[config.mk]
export PLATFORM = sky130hd
export DESIGN_NAME = decodificador_teclado
export DESIGN_NICKNAME = d
export VERILOG_FILES = /design/src/rtl/decodificador_teclado.sv
export SDC_FILE = /design/constraint.sdc
export NUM_CORES = 1
export LEC_CHECK = 0
export CORE_ASPECT_RATIO = 0.6
export CORE_MARGIN = 3
export CORE_UTILIZATION = 28
export DETAILED_ROUTE_END_ITERATION = 10
export GPL_ROUTABILITY_DRIVEN = 1
export HOLD_SLACK_MARGIN = 0.12
export PLACE_DENSITY_LB_ADDON = 0.1
export SETUP_SLACK_MARGIN = 0.02
export SLEW_MARGIN = 40
export SYNTH_ARGS = -nofsm -noshare
export SYNTH_HDL_FRONTEND = slang
export SYNTH_SLANG_ARGS = --single-unit
[constraint.sdc]
create_clock -name clk -period 2.3 [get_ports clk]
set_input_delay 0.575 -clock clk [delete_from_list [all_inputs] [get_ports clk]]
set_output_delay 0.575 -clock clk [all_outputs]
set_load 0.01 [all_outputs]
[src/rtl/decodificador_teclado.sv]
// 4x4 keypad front end: row scan, column sync/debounce, key coding and
// the 20-digit entry buffer handed to the lock's setup/operational logic.
package decodificador_teclado_pkg;
    typedef logic [19:0][3:0] senhaPac_t;
endpackage

module decodificador_teclado
    import decodificador_teclado_pkg::*;
#(
    parameter int SCAN_CYCLES     = 100,
    parameter int DEBOUNCE_CYCLES = 200,
    parameter int TIMEOUT_CYCLES  = 5000
) (
    input  logic       clk,
    input  logic       rst,
    input  logic [3:0] col_matriz,
    output logic [3:0] lin_matriz,
    output senhaPac_t  digitos_value,
    output logic       digitos_valid
);

    localparam int SW = $clog2(SCAN_CYCLES + 1);
    localparam int DW = $clog2(DEBOUNCE_CYCLES + 1);
    localparam int IW = $clog2(TIMEOUT_CYCLES + 1);

    typedef enum logic [1:0] {
        S_SCAN,
        S_DEB,
        S_PRESS,
        S_REL
    } state_t;

    state_t          state_q, state_d;
    logic [3:0]      sync1_q, sync2_q;
    logic [1:0]      row_q, row_d;
    logic [1:0]      col_q, col_d;
    logic [3:0]      pat_q, pat_d;
    logic [SW-1:0]   scan_q, scan_d;
    logic [DW-1:0]   deb_q, deb_d;
    logic [IW-1:0]   idle_q, idle_d;
    senhaPac_t       dig_q, dig_d;
    logic            valid_q, valid_d;

    logic [3:0]      col_s;
    logic            one_low;
    logic [1:0]      col_idx;
    logic [3:0]      code;
    logic            is_digit;
    logic            all_f;

    assign col_s = sync2_q;
    assign all_f = (dig_q == '1);

    always_ff @(posedge clk) begin
        if (rst) begin
            sync1_q <= 4'hF;
            sync2_q <= 4'hF;
        end else begin
            sync1_q <= col_matriz;
            sync2_q <= sync1_q;
        end
    end

    always_comb begin
        one_low = 1'b1;
        col_idx = 2'd0;
        case (col_s)
            4'b1110: col_idx = 2'd0;
            4'b1101: col_idx = 2'd1;
            4'b1011: col_idx = 2'd2;
            4'b0111: col_idx = 2'd3;
            default: one_low = 1'b0;
        endcase
    end

    // Column 3 holds the letter keys; they never reach the buffer.
    always_comb begin
        code     = 4'hF;
        is_digit = 1'b1;
        case ({row_q, col_q})
            4'b00_00: code = 4'h1;
            4'b00_01: code = 4'h2;
            4'b00_10: code = 4'h3;
            4'b01_00: code = 4'h4;
            4'b01_01: code = 4'h5;
            4'b01_10: code = 4'h6;
            4'b10_00: code = 4'h7;
            4'b10_01: code = 4'h8;
            4'b10_10: code = 4'h9;
            4'b11_00: code = 4'hA;
            4'b11_01: code = 4'h0;
            4'b11_10: code = 4'hB;
            default:  is_digit = 1'b0;
        endcase
    end

    always_comb begin
        state_d = state_q;
        row_d   = row_q;
        col_d   = col_q;
        pat_d   = pat_q;
        scan_d  = scan_q;
        deb_d   = deb_q;
        valid_d = 1'b0;
        case (state_q)
            S_SCAN: begin
                if (one_low) begin
                    pat_d   = col_s;
                    col_d   = col_idx;
                    deb_d   = DW'(1);
                    state_d = S_DEB;
                end else if (scan_q == SW'(SCAN_CYCLES - 1)) begin
                    scan_d = '0;
                    row_d  = row_q + 2'd1;
                end else begin
                    scan_d = scan_q + SW'(1);
                end
            end
            S_DEB: begin
                if (col_s != pat_q) begin
                    deb_d   = '0;
                    scan_d  = '0;
                    state_d = S_SCAN;
                end else if (deb_q == DW'(DEBOUNCE_CYCLES - 1)) begin
                    deb_d   = DW'(DEBOUNCE_CYCLES);
                    state_d = S_PRESS;
                end else begin
                    deb_d = deb_q + DW'(1);
                end
            end
            S_PRESS: begin
                deb_d   = '0;
                valid_d = is_digit;
                state_d = S_REL;
            end
            S_REL: begin
                if (col_s != 4'hF) begin
                    deb_d = '0;
                end else if (deb_q == DW'(DEBOUNCE_CYCLES - 1)) begin
                    deb_d   = '0;
                    scan_d  = '0;
                    state_d = S_SCAN;
                end else begin
                    deb_d = deb_q + DW'(1);
                end
            end
            default: state_d = S_SCAN;
        endcase
    end

    // A terminator is visible only in its valid cycle, then the buffer empties.
    always_comb begin
        dig_d  = dig_q;
        idle_d = idle_q;
        if (valid_d) begin
            dig_d  = {dig_q[18:0], code};
            idle_d = '0;
        end else if (valid_q && (dig_q[0] == 4'hA || dig_q[0] == 4'hB)) begin
            dig_d  = '1;
            idle_d = '0;
        end else if (all_f) begin
            idle_d = '0;
        end else begin
            if (idle_q != IW'(TIMEOUT_CYCLES)) begin
                idle_d = idle_q + IW'(1);
            end
            if (idle_q == IW'(TIMEOUT_CYCLES - 1)) begin
                dig_d = '1;
            end
        end
    end

    always_ff @(posedge clk) begin
        if (rst) begin
            state_q <= S_SCAN;
            row_q   <= 2'd0;
            col_q   <= 2'd0;
            pat_q   <= 4'hF;
            scan_q  <= '0;
            deb_q   <= '0;
            idle_q  <= '0;
            dig_q   <= '1;
            valid_q <= 1'b0;
        end else begin
            state_q <= state_d;
            row_q   <= row_d;
            col_q   <= col_d;
            pat_q   <= pat_d;
            scan_q  <= scan_d;
            deb_q   <= deb_d;
            idle_q  <= idle_d;
            dig_q   <= dig_d;
            valid_q <= valid_d;
        end
    end

    assign lin_matriz    = ~(4'b0001 << row_q);
    assign digitos_value = dig_q;
    assign digitos_valid = valid_q;

endmodule

### Word level (Yosys, flattened, before mapping)

Cells that the tools add are included.

* register bits: 127
* bits of input ports: 6
* output and inout bits: 85
* word-level logic and storage cells: 112

* add/subtract/negate cells: 4
* equal/unequal tests: 34
* shift operators: 1
* muxes and demuxes: 27
* bitwise gates (word level): 2
* reduce and logical (&&, ||, !) cells: 14

Operator list (number)
* $mux 80: 4
* $eq 80x80->1 const B: 1
* $pmux 4 s12: 1
* $eq 4x4->1 const B: 11
* $mux 8: 5
* $mux 7: 5
* $pmux 8 s4: 1
* $pmux 7 s3: 1
* $eq 4x3->1 const B: 4
* $add 13x1->13 const B: 1
* $eq 13x13->1 const B: 1
* $ne 13x13->1 const B: 1
* $reduce_or 12->1: 1
* $mux 2: 5
* $ne 2x2->1 const B: 5
* $add 8x1->8 const B: 1
* $eq 8x8->1 const B: 1
* $pmux 2 s4: 1
* $reduce_or 4->1: 2
* $add 7x1->7 const B: 1
* $eq 7x7->1 const B: 1
* $pmux 2 s3: 1
* $reduce_bool 3->1: 2
* $reduce_and 5->1: 1
* other kinds (20): 24

### Logic depth before layout (Yosys ltp)

* depth after elaboration: 6
* gate-level depth with buffers: 9
* mapped depth without buffers: 7

### Worst setup path after synthesis

No wires, ideal clock.

* path type: reg-to-reg
* start: reg row_q[0]
* end: reg dig_q (netlist bit digitos_value[0])
* library setup time: 0.117 ns
* arrival time: 1.934 ns
* data required time: 2.183 ns
* slack: 0.249 ns
* stages on the path, launching flop included: 8
* buffers on the path: 1
* period minus slack after synthesis: 2.051 ns
* path through: dfxtp_1 -> inv_1 -> ha_1 -> or4_1 -> nand4b_1 -> o211ai_1 -> clkbuf_1 -> o22a_1

* cells in the longest elaborated chain, start to end: 6
* elaborated cells on any way between the ends: 20
* classes of those cells: eq/ne (12); mux (4); reduce/logical (4)

RTL lines
* start, declared: RTL line 35 `logic [1:0] row_q, row_d;`
* start signal, assigned: RTL line 186 `row_q <= row_d;`
* $eq 4x4->1, or another cell as far along: RTL line 80 `case ({row_q, col_q})`
* $reduce_or 12->1 (no source line)
* $mux 1: RTL line 80
* $mux 1: RTL line 105 `case (state_q)`
* $ne 3x2->1 (no source line) / $reduce_bool 3->1 (equally long branches)
* $reduce_and 2->1 (no source line)
* end signal, assigned: RTL line 192 `dig_q <= dig_d;`
* end, declared: RTL line 41 `senhaPac_t dig_q, dig_d;`

Parallel ways exist; a longest one is shown, timed or not.
A chain may end at the register's enable or synchronous reset.

### Final worst setup path

* start: reg row_q[1]
* end: out lin_matriz[1]

* cells in the longest elaborated chain, start to end: 2

RTL lines
* $shl 1x2->4: RTL line 197 `assign lin_matriz = ~(4'b0001 << row_q);`
* $not 4->4: RTL line 197
* end, declared: RTL line 17 `output logic [3:0] lin_matriz,`

No other way between the ends.

==> results.py <==
metrics = {
    "yosys": {
        "synth-edff-count": 0,
        "seq_area_frac_synth_pct": 50.6,
        "synth_xor_area_share_pct": 3.49,
        "synth_top_flop_cell": "dfxtp_1",
        "synth.net_count": 507,
        "synth_top_family_by_area": "compound AO/OA/AOI/OAI gates",
        "ys_warn_count": 0,
        "netlist_instances": 493,
        "synth-simple-area-share_pct": 17.9,
        "yosys.area.top_type": "dfxtp_1",
        "avgSynthCellArea_um2": 10.2,
        "yosysTopAreaCellShare_pct": 50.6,
        "synth.most_common_cell": "dfxtp_1",
        "yosysUniqueCellTypes": 58,
        "synth.area.mux_share_pct": 0.797,
        "netlist_area_mm2": 0.00502,
        "synth-adder-area-share_pct": 1.99,
        "ys_seq_elements": 127,
        "netlist_top_cells_area": "dfxtp_1 51%, o22a_1 14%, nand4_1 3.5%, nand3_1 2.4%, xnor2_1 2.3%",
        "synth_compound_area_share_pct": 20.8,
        "ys_top_cells_by_count": "127 x dfxtp_1, 79 x o22a_1, 30 x nor2_1",
        "async_reset_ff_share_pct": 0,
    },
    "sta": {
        "finClkSkew_ns": 0.00949,
        "report.final.slew_viol_count": 0,
        "max_slew_margin_pct": 62.1,
        "hold_violations": 0,
        "worst_pin_slew_ns": 0.563,
        "rsz0062_at_grt": "false",
        "finalCriticalPeriod_ns": 2.15,
        "max_freq_mhz": 465,
        "fin_tns_setup_ns": 0,
        "setup_viol": 0,
        "finalCritPeriodShare_pct": 93.4,
    },
    "clock_tree": {
        "tritoncts": "done",
        "htreeDepth": 4,
        "clockRootBuffer": "clkbuf_16",
        "clk_pin_slew_worst_paths_ns": 0.06,
        "cts_made_buffers": 17,
        "worstSkewPairLatency_ns": 0.41,
        "clock_sinks": 127,
        "clk_path_buf_depth": 2,
        "hold_buffers": 0,
        "cts_setup_buffers": 0,
        "cts-resized-gates": 5,
    },
    "power": {
        "leakage_nw": 2.54,
        "seqPwrFrac_pct": 41.6,
        "intPower_mw": 4.18,
        "pwr-share-clk_pct": 53.5,
        "switching_share_pct": 23.1,
        "vdd_drop_max_mv": 0.464,
        "p_per_area_mw_per_mm2": 787,
        "combPwrFrac_pct": 4.9,
        "p_switching_mw": 1.26,
    },
    "die": {
        "initial_utilization_pct": 28.9,
        "core_region_area_mm2": 0.0174,
        "die_width_um": 179,
        "io_pins": 91,
        "rows": 37,
        "die-area_mm2": 0.0196,
        "chipHeight_um": 110,
    },
    "final_layout": {
        "final_area_mm2": 0.00691,
        "nets": 608,
        "n_antenna_cell": 0,
        "drive_above_1_share_pct": 12.2,
        "syn2layout_area_growth_pct": 37.5,
    },
    "detailed_routing": {
        "drt_first_pass_iters": 4,
        "dr_total_vias": 4171,
        "wirelength_um": 14100,
        "wl_per_cell_um": 16.7,
        "drt.antenna.violating_nets": 0,
        "post-route-drc-count": 0,
        "routed_via_density": 4.97,
        "first_iter_violations": 371,
    },
    "placement": {
        "io_buffers": 90,
        "hpwl_um": 10100,
        "placed_cell_area_mm2": 0.00628,
        "gp_congestion": 0.747,
    },
    "flow_run": {
        "maxCapViolations": 0,
    },
    "worst_setup_path": {
        "worstPathRequired_ns": 1.73,
        "cp.arrival_ns": 1.57,
        "critPathMaxFanout": 4,
        "startpoint_type": "flip-flop",
        "worst_setup_path_end_kind": "output port",
        "crit_type": "reg2out",
    },
    "outcome": {
        "status": "completed",
    },
    "grt": {
        "grt_pass1_vias": 3957,
        "overflow": 0,
        "grt_usage_pct": 14.6,
        "antenna_found_initial": 0,
        "grt_pass1_wl_um": 22300,
        "grt_max_degree": 69,
    },
    "worst_hold_path": {
        "hp-class": "reg2reg",
    },
}
[layout make-up]
type / count / area [um^2]
Fill cell: 1713 / 10500
Sequential cell: 127 / 2540
Multi-Input combinational cell: 320 / 2260
Timing Repair Buffer: 114 / 1130
Clock buffer: 17 / 425
Tap cell: 234 / 293
Clock inverter: 14 / 206
Inverter: 14 / 52.6
[routing by layer]
layer  global-route usage [%]  vias up  share of wire, %  wire (um)
met5                        0        -                 0          0
met1                     23.4     2004                57       7980
met2                     18.4       76                37       5250
met3                     4.18        8               5.3        749
met4                     3.33        0              0.54         76
li1                         -     2083                 -          -
[metrics by stage]
step	hold WS [ns]	std cells	setup slack (ns)	utilization, %	power, mW
after detailed placement	0.392	809	0.0317	36.2	2.58
after CTS	0.408	840	0.124	39.8	5.50
after floorplan	0.389	493	0.249	-	2.49
after global routing	0.425	840	0.0315	39.8	5.64
final	0.407	840	0.151	39.8	5.44
after global placement	0.393	809	0.0757	36.2	2.57
[sequential cells by signal, indices dropped and copies added, names as in the netlist, 2 cells and up, named ones only]
register       flops
digitos_value     80
row_q              2
scan_q             7
pat_q              4
deb_q              8
idle_q            13
col_s              4
col_q              2
sync1_q            4
[worst paths after layout]
path                    startpoint                              to  slack [ns]  cells after the start
max          row_q[1]$_SDFFE_PP0P_                   lin_matriz[1]        0.15                      5
min reg2reg  sync1_q[0]$_SDFF_PP1_             col_s[0]$_SDFF_PP1_        0.41                      1
max reg2reg  row_q[0]$_SDFFE_PP0P_  digitos_value[61]$_SDFFE_PP1P_        0.15                      8
min          sync1_q[0]$_SDFF_PP1_             col_s[0]$_SDFF_PP1_        0.41                      1
[power by group through the flow]
stage	Clock (mW)	Sequential (mW)	Combinational, mW
6_report	2.91	2.26	0.267
5_1_grt	3.08	2.27	0.299
4_1_cts	2.97	2.26	0.267
3_5_place_dp	0	2.31	0.265
3_3_place_gp	0	2.31	0.260
2_1_floorplan	0	2.30	0.190
[critical path, cell delays in order (launching register included)]
cell	delay, ns
dfxtp_1	0.38
inv_1	0.08
ha_1	0.20
buf_4	0.14
inv_1	0.09
dlygate4sd2_1	0.28
[cells by family after synthesis]
kind of cell               count (synthesis)
AOI/OAI and AO/OA                        129
xor gates and xnor gates                  20
adders and majority gates                  8
buffers and inverters                     46
DFF                                      127
muxes                                      4
and+or+nand+nor                          159
[cells in the final DEF, fill, tap and decap left out, types with 4 or more instances in the layout]
cell type,instances
nor3_1,6
xnor2_1,13
nor4_1,8
nand2_1,20
buf_12,4
clkbuf_16,17
bufinv_16,4
clkdlybuf4s50_1,86
o311ai_0,5
nor2_1,30
clkinv_4,4
mux2i_1,4
o22a_1,79
or2_2,11
inv_6,4
inv_1,14
o211ai_1,4
nand4_1,28
o21ai_0,8
buf_4,20
a21oi_1,8
dlygate4sd2_1,4
dfxtp_1,126
xor2_1,7
nor2b_1,4
nand3_1,24
ha_1,8
Note: power is estimated with default switching activity, not from simulation.
